`config.mk`:
```
export PLATFORM = sky130hd
export DESIGN_NAME = cpu_loader
export DESIGN_NICKNAME = d
export VERILOG_FILES = /design/src/rtl/cpu_loader_pkg.sv /design/src/rtl/loader_word_counter.sv /design/src/rtl/cpu_loader.sv
export SDC_FILE = /design/constraint.sdc
export NUM_CORES = 1
export LEC_CHECK = 0
export CELL_PAD_IN_SITES_DETAIL_PLACEMENT = 0
export CELL_PAD_IN_SITES_GLOBAL_PLACEMENT = 1
export CORE_UTILIZATION = 42
export CTS_CLUSTER_DIAMETER = 100
export DETAILED_ROUTE_END_ITERATION = 8
export PLACE_DENSITY_LB_ADDON = 0.1
export REMOVE_ABC_BUFFERS = 1
export SYNTH_ARGS = -nofsm -noshare
export SYNTH_HDL_FRONTEND = slang
export SYNTH_HIERARCHICAL = 1
export SYNTH_SLANG_ARGS = --single-unit
export TNS_END_PERCENT = 100
```
`constraint.sdc`:
```
create_clock -name clk -period 5.1 [get_ports clk]
set_input_delay 1.02 -clock clk [delete_from_list [all_inputs] [get_ports clk]]
set_output_delay 1.02 -clock clk [all_outputs]
set_load 0.05 [all_outputs]
```
`src/rtl/cpu_loader_pkg.sv`:
```
// Shared types and constants for the boot-time program loader.
package cpu_loader_pkg;

   typedef enum logic [2:0] {
      ST_IDLE,
      ST_IMEM,
      ST_DLO,
      ST_DHI,
      ST_CHK,
      ST_RUN,
      ST_ERR
   } state_e;

   localparam int CNT_W = 16;

   localparam int HDR_NI_LSB = 0;
   localparam int HDR_NI_MSB = 15;
   localparam int HDR_ND_LSB = 16;
   localparam int HDR_ND_MSB = 31;

   localparam int unsigned IMEM_STRIDE = 4;
   localparam int unsigned DMEM_STRIDE = 8;

endpackage

```
`src/rtl/loader_word_counter.sv`:
```
// 16-bit load/decrement counter; zero_o flags that the current item is the last one
// when the counter is loaded with (count - 1).
module loader_word_counter
   import cpu_loader_pkg::*;
(
   input  logic             clk,
   input  logic             arst_n,
   input  logic             load_i,
   input  logic [CNT_W-1:0] load_val_i,
   input  logic             dec_i,
   output logic             zero_o
);

   logic [CNT_W-1:0] cnt_q, cnt_d;

   always_comb begin
      cnt_d = cnt_q;
      if (load_i) begin
         cnt_d = load_val_i;
      end else if (dec_i && (cnt_q != '0)) begin
         cnt_d = cnt_q - CNT_W'(1);
      end
   end

   always_ff @(posedge clk or negedge arst_n) begin
      if (!arst_n) begin
         cnt_q <= '0;
      end else begin
         cnt_q <= cnt_d;
      end
   end

   assign zero_o = (cnt_q == '0);

endmodule

```
`src/rtl/cpu_loader.sv`:
```
// Streams a boot image into the CPU instruction/data memories, then enables execution.
// Optional trailing checksum word is enabled with the macro CPU_LOADER_CHECKSUM_EN.
module cpu_loader
   import cpu_loader_pkg::*;
#(
   parameter int IMEM_DEPTH = 512,
   parameter int DMEM_DEPTH = 1024
) (
   input  logic        clk,
   input  logic        arst_n,
   input  logic        s_valid,
   input  logic [31:0] s_data,
   output logic        s_ready,
   output logic [63:0] addr_ext,
   output logic        wen_ext,
   output logic        ren_ext,
   output logic [31:0] wdata_ext,
   output logic [63:0] addr_ext_2,
   output logic        wen_ext_2,
   output logic        ren_ext_2,
   output logic [63:0] wdata_ext_2,
   output logic        cpu_enable,
   output logic        busy,
   output logic        err
);

   localparam logic [CNT_W:0] IMEM_MAX = (CNT_W+1)'(IMEM_DEPTH);
   localparam logic [CNT_W:0] DMEM_MAX = (CNT_W+1)'(DMEM_DEPTH);
`ifdef CPU_LOADER_CHECKSUM_EN
   localparam state_e ST_FINAL = ST_CHK;
`else
   localparam state_e ST_FINAL = ST_RUN;
`endif

   state_e           state_q, state_d;
   logic [CNT_W-1:0] idx_q, idx_d;
   logic             nd_pend_q, nd_pend_d;
   logic [31:0]      lo_q, lo_d;
   logic [63:0]      addr_i_q, addr_i_d;
   logic             wen_i_q, wen_i_d;
   logic [31:0]      wdata_i_q, wdata_i_d;
   logic [63:0]      addr_d_q, addr_d_d;
   logic             wen_d_q, wen_d_d;
   logic [63:0]      wdata_d_q, wdata_d_d;
`ifdef CPU_LOADER_CHECKSUM_EN
   logic [31:0]      sum_q, sum_d;
`endif

   logic             xfer;
   logic [CNT_W-1:0] hdr_ni, hdr_nd;
   logic             hdr_xfer, ni_last, nd_last;

   assign xfer     = s_valid && s_ready;
   assign hdr_ni   = s_data[HDR_NI_MSB:HDR_NI_LSB];
   assign hdr_nd   = s_data[HDR_ND_MSB:HDR_ND_LSB];
   assign hdr_xfer = xfer && (state_q == ST_IDLE);

   // Counters hold (remaining - 1) so the zero flag marks the final item of each section.
   loader_word_counter u_ni_cnt (
      .clk        (clk),
      .arst_n     (arst_n),
      .load_i     (hdr_xfer),
      .load_val_i (hdr_ni - CNT_W'(1)),
      .dec_i      (xfer && (state_q == ST_IMEM)),
      .zero_o     (ni_last)
   );

   loader_word_counter u_nd_cnt (
      .clk        (clk),
      .arst_n     (arst_n),
      .load_i     (hdr_xfer),
      .load_val_i (hdr_nd - CNT_W'(1)),
      .dec_i      (xfer && (state_q == ST_DHI)),
      .zero_o     (nd_last)
   );

   always_comb begin
      state_d   = state_q;
      idx_d     = idx_q;
      nd_pend_d = nd_pend_q;
      lo_d      = lo_q;
      addr_i_d  = addr_i_q;
      wen_i_d   = 1'b0;
      wdata_i_d = wdata_i_q;
      addr_d_d  = addr_d_q;
      wen_d_d   = 1'b0;
      wdata_d_d = wdata_d_q;
`ifdef CPU_LOADER_CHECKSUM_EN
      sum_d     = xfer ? (sum_q + s_data) : sum_q;
`endif
      unique case (state_q)
         ST_IDLE: if (xfer) begin
            idx_d     = '0;
            nd_pend_d = (hdr_nd != '0);
            if (({1'b0, hdr_ni} > IMEM_MAX) || ({1'b0, hdr_nd} > DMEM_MAX)) begin
               state_d = ST_ERR;
            end else if (hdr_ni != '0) begin
               state_d = ST_IMEM;
            end else if (hdr_nd != '0) begin
               state_d = ST_DLO;
            end else begin
               state_d = ST_FINAL;
            end
         end
         ST_IMEM: if (xfer) begin
            wen_i_d   = 1'b1;
            addr_i_d  = 64'(idx_q) * 64'(IMEM_STRIDE);
            wdata_i_d = s_data;
            idx_d     = idx_q + CNT_W'(1);
            if (ni_last) begin
               idx_d   = '0;
               state_d = nd_pend_q ? ST_DLO : ST_FINAL;
            end
         end
         ST_DLO: if (xfer) begin
            lo_d    = s_data;
            state_d = ST_DHI;
         end
         ST_DHI: if (xfer) begin
            wen_d_d   = 1'b1;
            addr_d_d  = 64'(idx_q) * 64'(DMEM_STRIDE);
            wdata_d_d = {s_data, lo_q};
            idx_d     = idx_q + CNT_W'(1);
            state_d   = nd_last ? ST_FINAL : ST_DLO;
         end
`ifdef CPU_LOADER_CHECKSUM_EN
         ST_CHK: if (xfer) begin
            state_d = (s_data == sum_q) ? ST_RUN : ST_ERR;
         end
`endif
         ST_RUN:  state_d = ST_RUN;
         ST_ERR:  state_d = ST_ERR;
         default: state_d = ST_ERR;
      endcase
   end

   always_ff @(posedge clk or negedge arst_n) begin
      if (!arst_n) begin
         state_q   <= ST_IDLE;
         idx_q     <= '0;
         nd_pend_q <= 1'b0;
         lo_q      <= '0;
         addr_i_q  <= '0;
         wen_i_q   <= 1'b0;
         wdata_i_q <= '0;
         addr_d_q  <= '0;
         wen_d_q   <= 1'b0;
         wdata_d_q <= '0;
`ifdef CPU_LOADER_CHECKSUM_EN
         sum_q     <= '0;
`endif
      end else begin
         state_q   <= state_d;
         idx_q     <= idx_d;
         nd_pend_q <= nd_pend_d;
         lo_q      <= lo_d;
         addr_i_q  <= addr_i_d;
         wen_i_q   <= wen_i_d;
         wdata_i_q <= wdata_i_d;
         addr_d_q  <= addr_d_d;
         wen_d_q   <= wen_d_d;
         wdata_d_q <= wdata_d_d;
`ifdef CPU_LOADER_CHECKSUM_EN
         sum_q     <= sum_d;
`endif
      end
   end

   assign s_ready     = state_q inside {ST_IDLE, ST_IMEM, ST_DLO, ST_DHI, ST_CHK};
   assign busy        = state_q inside {ST_IMEM, ST_DLO, ST_DHI, ST_CHK};
   assign err         = (state_q == ST_ERR);
   // Hold enable off while the final write pulse is still on the memory port.
   assign cpu_enable  = (state_q == ST_RUN) && !wen_i_q && !wen_d_q;
   assign addr_ext    = addr_i_q;
   assign wen_ext     = wen_i_q;
   assign ren_ext     = 1'b0;
   assign wdata_ext   = wdata_i_q;
   assign addr_ext_2  = addr_d_q;
   assign wen_ext_2   = wen_d_q;
   assign ren_ext_2   = 1'b0;
   assign wdata_ext_2 = wdata_d_q;

endmodule

```
# --- Word level (Yosys, flattened, before mapping) ---
# Cells that the tools add are included.
totals:
  out_inout_bits: 232
  word_cells: 82
  in_bits: 35
  ff_bits: 214
classes:
  n_addsub: 5
  n_reduce_logical: 29
  order_cmp: 2
  n_mux: 23
  n_eq_ne: 11
op_table:
  columns: ["op", "count"]
  rows:
  - ["$mux W16", 8]
  - ["$reduce_bool A16 Y1", 4]
  - ["$sub A16 B1 Y16 const B", 4]
  - ["$pmux W16 S3", 1]
  - ["$logic_not A16 Y1", 2]
  - ["$mux W3", 10]
  - ["$add A16 B1 Y16 const B", 1]
  - ["$gt A16 B10 Y1 const B", 1]
  - ["$gt A16 B11 Y1 const B", 1]
  - ["$pmux W3 S5", 1]
  - ["$ne A2 B2 Y1 const B", 5]
  - ["$eq A3 B3 Y1 const B", 3]
  - ["$logic_and A1 B1 Y1", 8]
  - ["$reduce_and A2 Y1", 4]
  - ["$eq A3 B2 Y1 const B", 2]
  - ["$reduce_and A5 Y1", 1]
  - ["$reduce_bool A5 Y1", 1]
  - ["$reduce_and A4 Y1", 1]
  - ["$reduce_bool A2 Y1", 2]
  - ["$reduce_bool A4 Y1", 1]
  - ["$eq A3 B1 Y1 const B", 1]
  - ["$logic_not A3 Y1", 1]
  - ["$mux W1", 3]
  - ["$reduce_bool A3 Y1", 1]
  - ["other kinds (2)", 3]

# --- Logic depth before layout (Yosys ltp) ---
depth:
  word_depth: 7
  mapped_depth: 11
  ltp_nobuf: 10

# --- Modules after synthesis ---
# Netlist, hierarchy kept.
by_module_without_submodules:
  columns: ["module", "seq_area_each_um2", "instances", "area_per_inst_um2", "cells_per_inst"]
  rows:
  - ["cpu_loader", 4554.4, 1, 8425.6, 670]
  - ["loader_word_counter (u_nd_cnt)", 400.4, 1, 1063.5, 124]
  - ["loader_word_counter (u_ni_cnt)", 400.4, 1, 1054.8, 124]

# --- Worst setup path before layout ---
# No wires, ideal clock.
synth_path:
  kind: "in2reg"
  from: "in s_valid"
  to: "reg u_ni_cnt.cnt_q[15]"
  slack_ns: 1.680
  arrival_time_ns: 3.338
  t_required_ns: 5.018
  cell_stages: 9
  path_cell_list: "nand2_1 nor2_1 buf_2 buf_2 or3b_2 or3_1 buf_2 or4b_1 a31oi_1"
synth_between:
  elab_chain_len: 4
  elab_cells_between_ends: 6
synth_rtl:
  columns: ["item", "line_no", "text"]
  rows:
  - ["start: declaration", "cpu_loader.sv:11", "input logic s_valid,"]
  - ["$logic_and A1 B1 Y1 (*)", "cpu_loader.sv:53", "assign xfer = s_valid && s_ready;"]
  - ["$logic_and A1 B1 Y1", "cpu_loader.sv:64", ".dec_i (xfer && (state_q == ST_IMEM)),"]
  - ["$logic_and A1 B1 Y1", "loader_word_counter.sv:20", "end else if (dec_i && (cnt_q != '0)) begin"]
  - ["$reduce_bool A2 Y1 (no line)", null, null]
  - ["end signal: assignment", "loader_word_counter.sv:29", "cnt_q <= cnt_d;"]
  - ["end: declaration", "loader_word_counter.sv:14", "logic [CNT_W-1:0] cnt_q, cnt_d;"]
# Every way passes the cells marked *; elsewhere a longest branch is shown, timed or not.
# A chain may end at the register's enable or synchronous reset.

# --- Final worst setup path ---
layout_path:
  from: "in s_valid"
  to: "reg u_nd_cnt.cnt_q[11]"
layout_between:
  elab_chain_len: 4
  elab_cells_between_ends: 6
layout_rtl:
  columns: ["item", "line_no", "text"]
  rows:
  - ["$logic_and A1 B1 Y1 (*)", "cpu_loader.sv:53", null]
  - ["$logic_and A1 B1 Y1", "cpu_loader.sv:73", ".dec_i (xfer && (state_q == ST_DHI)),"]
  - ["$logic_and A1 B1 Y1", "loader_word_counter.sv:20", null]
  - ["$reduce_bool A2 Y1 (no line)", null, null]
  - ["end signal: assignment", "loader_word_counter.sv:29", null]
  - ["end: declaration", "loader_word_counter.sv:14", null]
# Marked as above.

==> flow_summary.yaml <==
status:
  outcome: "completed"
critical_path:
  crit_cells: 8
  rrSetupSlack_ns: 1.95
  r2r-start: "u_ni_cnt/cnt_q[7]"
  r2r-end: "idx_q[4]"
  start_kind: "input port"
  critical_path.slowest_cell: "clkdlybuf4s50_1"
  cp_max_fo: 27
  critPathKind: "in2reg"
  cp_data_arrival_time_ns: 3.98
  critPathBufInv: 2
  cpPeakStageDelay_ns: 0.55
  path_cells: "clkdlybuf4s50_1 > nor2b_1 > nand3_4 > inv_1 > nor4b_1 > nand2_1 > or4_1 > a31oi_1"
  crit_family: "simple AND/OR/NAND/NOR gates"
  rr_worst_depth: 7
  end_kind: "register"
  crit_required_ns: 5.53
sta:
  slew_headroom: 0.3230
  fin_crit_sh: 0.6954
  hold_viol: 0
  rsz0062_at_grt: "no"
  setup_viol: 0
  slew_violations: 0
  min_period_ns: 3.547
  tightest_slew_ns: 1.016
  setup_tns_ns: 0
  fmax_mhz: 282.0
  fin_skew_ns: 0.008399
logic_synthesis:
  ys_ff_latch: 214
  ys_seq_area_frac: 0.5079
  synth_ff_type: "dfrtp_1"
  yosysTopAreaCell: "dfrtp_1"
  syn-cell-area_um2: 10540
  syn_avg_cell_area_um2: 11.49
  ys_types: 65
  synth.top_cell.area_share: 0.5079
  synthCells: 918
  yosysWarnings: 6
  synth-async-reset-ratio: 1.000
  synth_edf_count: 0
  synth_area_leaders: "dfrtp_1, mux2_2, buf_4"
grt:
  grt_pass1_vias: 7039
  grt_overflow_total: 0
  grt_start_max_net_pins: 128
  grt_pass1_wl_um: 39020
  antenna_found_initial: 0
  track_usage: 0.1877
layout:
  nFillCells: 2207
  antenna_cells: 0
  area_growth_pct: 23.07
  drive_above_1_share: 0.1987
  layout.nets: 1122
  fin_cells: 1421
placed_design:
  io_buffers: 168
  dp_cells: 1378
  gp_congestion: 0.8064
  dp_hpwl_um: 16070
clock_network:
  ctsRootBufferMaster: "clkbuf_16"
  clock_latency_ns: 0.51
  cts_tree: "built"
  cts_setup_buffers: 0
  h-tree-depth: 1
  clk_pin_slew_worst_paths_ns: 0.06
  cts_buffer_depth: 3
  post_cts_resized: 0
  cts_buffers: 25
  hold_buffers: 0
  clock-sinks: 214
hold_path:
  hold_start: "wdata_ext_2[49]"
  min-delay-path-class: "reg2reg"
  min_to: "wdata_ext_2[49]"
  hold-path-cell-count: 2
drt:
  drtPass1Iterations: 4
  vias_per_cell: 5.041
  totalWireLength_um: 23740
  wl_per_cell_um: 16.71
  drc: 0
  ant_nets: 0
  drtIter0Drc: 358
  vias: 7163
die:
  die_area_um2: 25740
  io_pins: 267
  die_w_um: 160.4
  die_h_um: 160.4
  start_util: 0.4310
  design.core.area_um2: 24460
  rows: 57
power:
  p_leak_nw: 5.610
  ir_drop_uv: 326.2
  p_per_area_nw_per_um2: 473.9
job:
  cap_violations: 0
[power breakdown]
part           switching (W)  internal [W]  leakage [nW]
combinational        0.00139      0.000741          2.51
sequential          0.000254       0.00206          2.71
clock               0.000674       0.00103         0.395
[layout by cell type (no fill, tap or decap), drive strengths merged, types with 6 or more instances in the layout]
cell type and count:
a21oi 17, inv 20, buf 8, o41ai 8, nor2 52, xnor2 19
ha 6, conb 98, clkbuf 36, nand2 47, and2 6, nand2b 7
nor4 17, nand3 12, a31oi 14, o31ai 9, xor2 17, clkinv 6
o21ai 35, or4 16, mux2 156, clkdlybuf4s50 167, dfrtp 214, nor3 26
nor2b 6, nand4 9, or3 15
[cell type report]
class	instances	area (µm²)	area share
clock buffer	36	726.9	0.05602
timing repair buffer	175	1752	0.1350
sequential	214	5355	0.4127
tap	324	405.4	0.03124
clock inverter	7	60.06	0.004628
multi-input combinational	645	4602	0.3546
inverter	20	75.07	0.005785
[flip-flops by register name, summed over array words and instances (netlist names)]
register	count
state_q	3
wdata_ext_2	64
addr_ext	16
u_ni_cnt/cnt_q	16
addr_ext_2	16
nd_pend_q	1
wen_ext_2	1
lo_q	32
idx_q	16
wen_ext	1
wdata_ext	32
u_nd_cnt/cnt_q	16
[cells by family after synthesis]
family	Yosys count	synth area share
AO/OA/AOI/OAI	109	0.06823
XOR/XNOR	36	0.02990
adder cells (fa/ha/maj)	6	0.007120
buffers and inverters	156	0.09280
flip-flops	214	0.5079
multiplexers	158	0.1685
other	1	0.0003557
AND/OR/NAND/NOR	238	0.1252
[worst reg2reg max path, delay by kind of cell, from the launching register on]
family           cells  cell delay (ns)
and+or+nand+nor      7             2.58
DFF                  1             0.43
[routing by layer]
layer / track usage / routed length [µm] / share of wire
met3: 0.05139 / 1607 / 0.068
met2: 0.2867 / 10560 / 0.44
met1: 0.2661 / 11160 / 0.47
met5: 0 / 0 / 0
met4: 0.03983 / 413 / 0.017
[synthesized netlist by cell type (3+ instances only)]
master / count
dfrtp_1: 214
mux2_2: 155
buf_4: 98
nor2_1: 52
nand2_1: 47
o21ai_0: 29
nor3_1: 24
inv_1: 20
clkbuf_1: 19
xnor2_1: 19
a21oi_1: 17
xor2_1: 17
nor4_1: 15
or3_1: 15
a31oi_1: 14
or4_1: 14
nand3_1: 12
buf_1: 9
nand4_1: 9
o31ai_1: 9
buf_2: 8
nand2b_1: 7
o41ai_1: 7
and2_1: 6
ha_1: 6
nor2b_1: 6
o21ai_1: 6
a21o_1: 4
nand4b_1: 4
or4b_1: 4
o211ai_1: 3
o21a_1: 3
[worst max-delay path by stage]
stage                     startpoint            endpoint
after global placement       s_valid  u_nd_cnt/cnt_q[11]
after floorplan              s_valid  u_nd_cnt/cnt_q[11]
final                        s_valid  u_nd_cnt/cnt_q[11]
after detailed placement     s_valid  u_nd_cnt/cnt_q[11]
after CTS                 state_q[1]          cpu_enable
after global routing         s_valid  u_nd_cnt/cnt_q[11]
[per-stage QoR]
step                instance area (µm²)  power [W]  hold WS, ns    util  worst slack, ns
floorplan                         10000   0.003760       0.4767       -         0.008990
global placement                  12190   0.004467       0.4707  0.4983            1.118
detailed placement                12190   0.004480       0.4757  0.4983            1.046
CTS                               12980   0.006222       0.4908  0.5305            1.542
global route                      12980   0.006459       0.5130  0.5305            1.271
finish                            12980   0.006149       0.4857  0.5305            1.553
No activity file was read; power rests on OpenSTA's default activity.
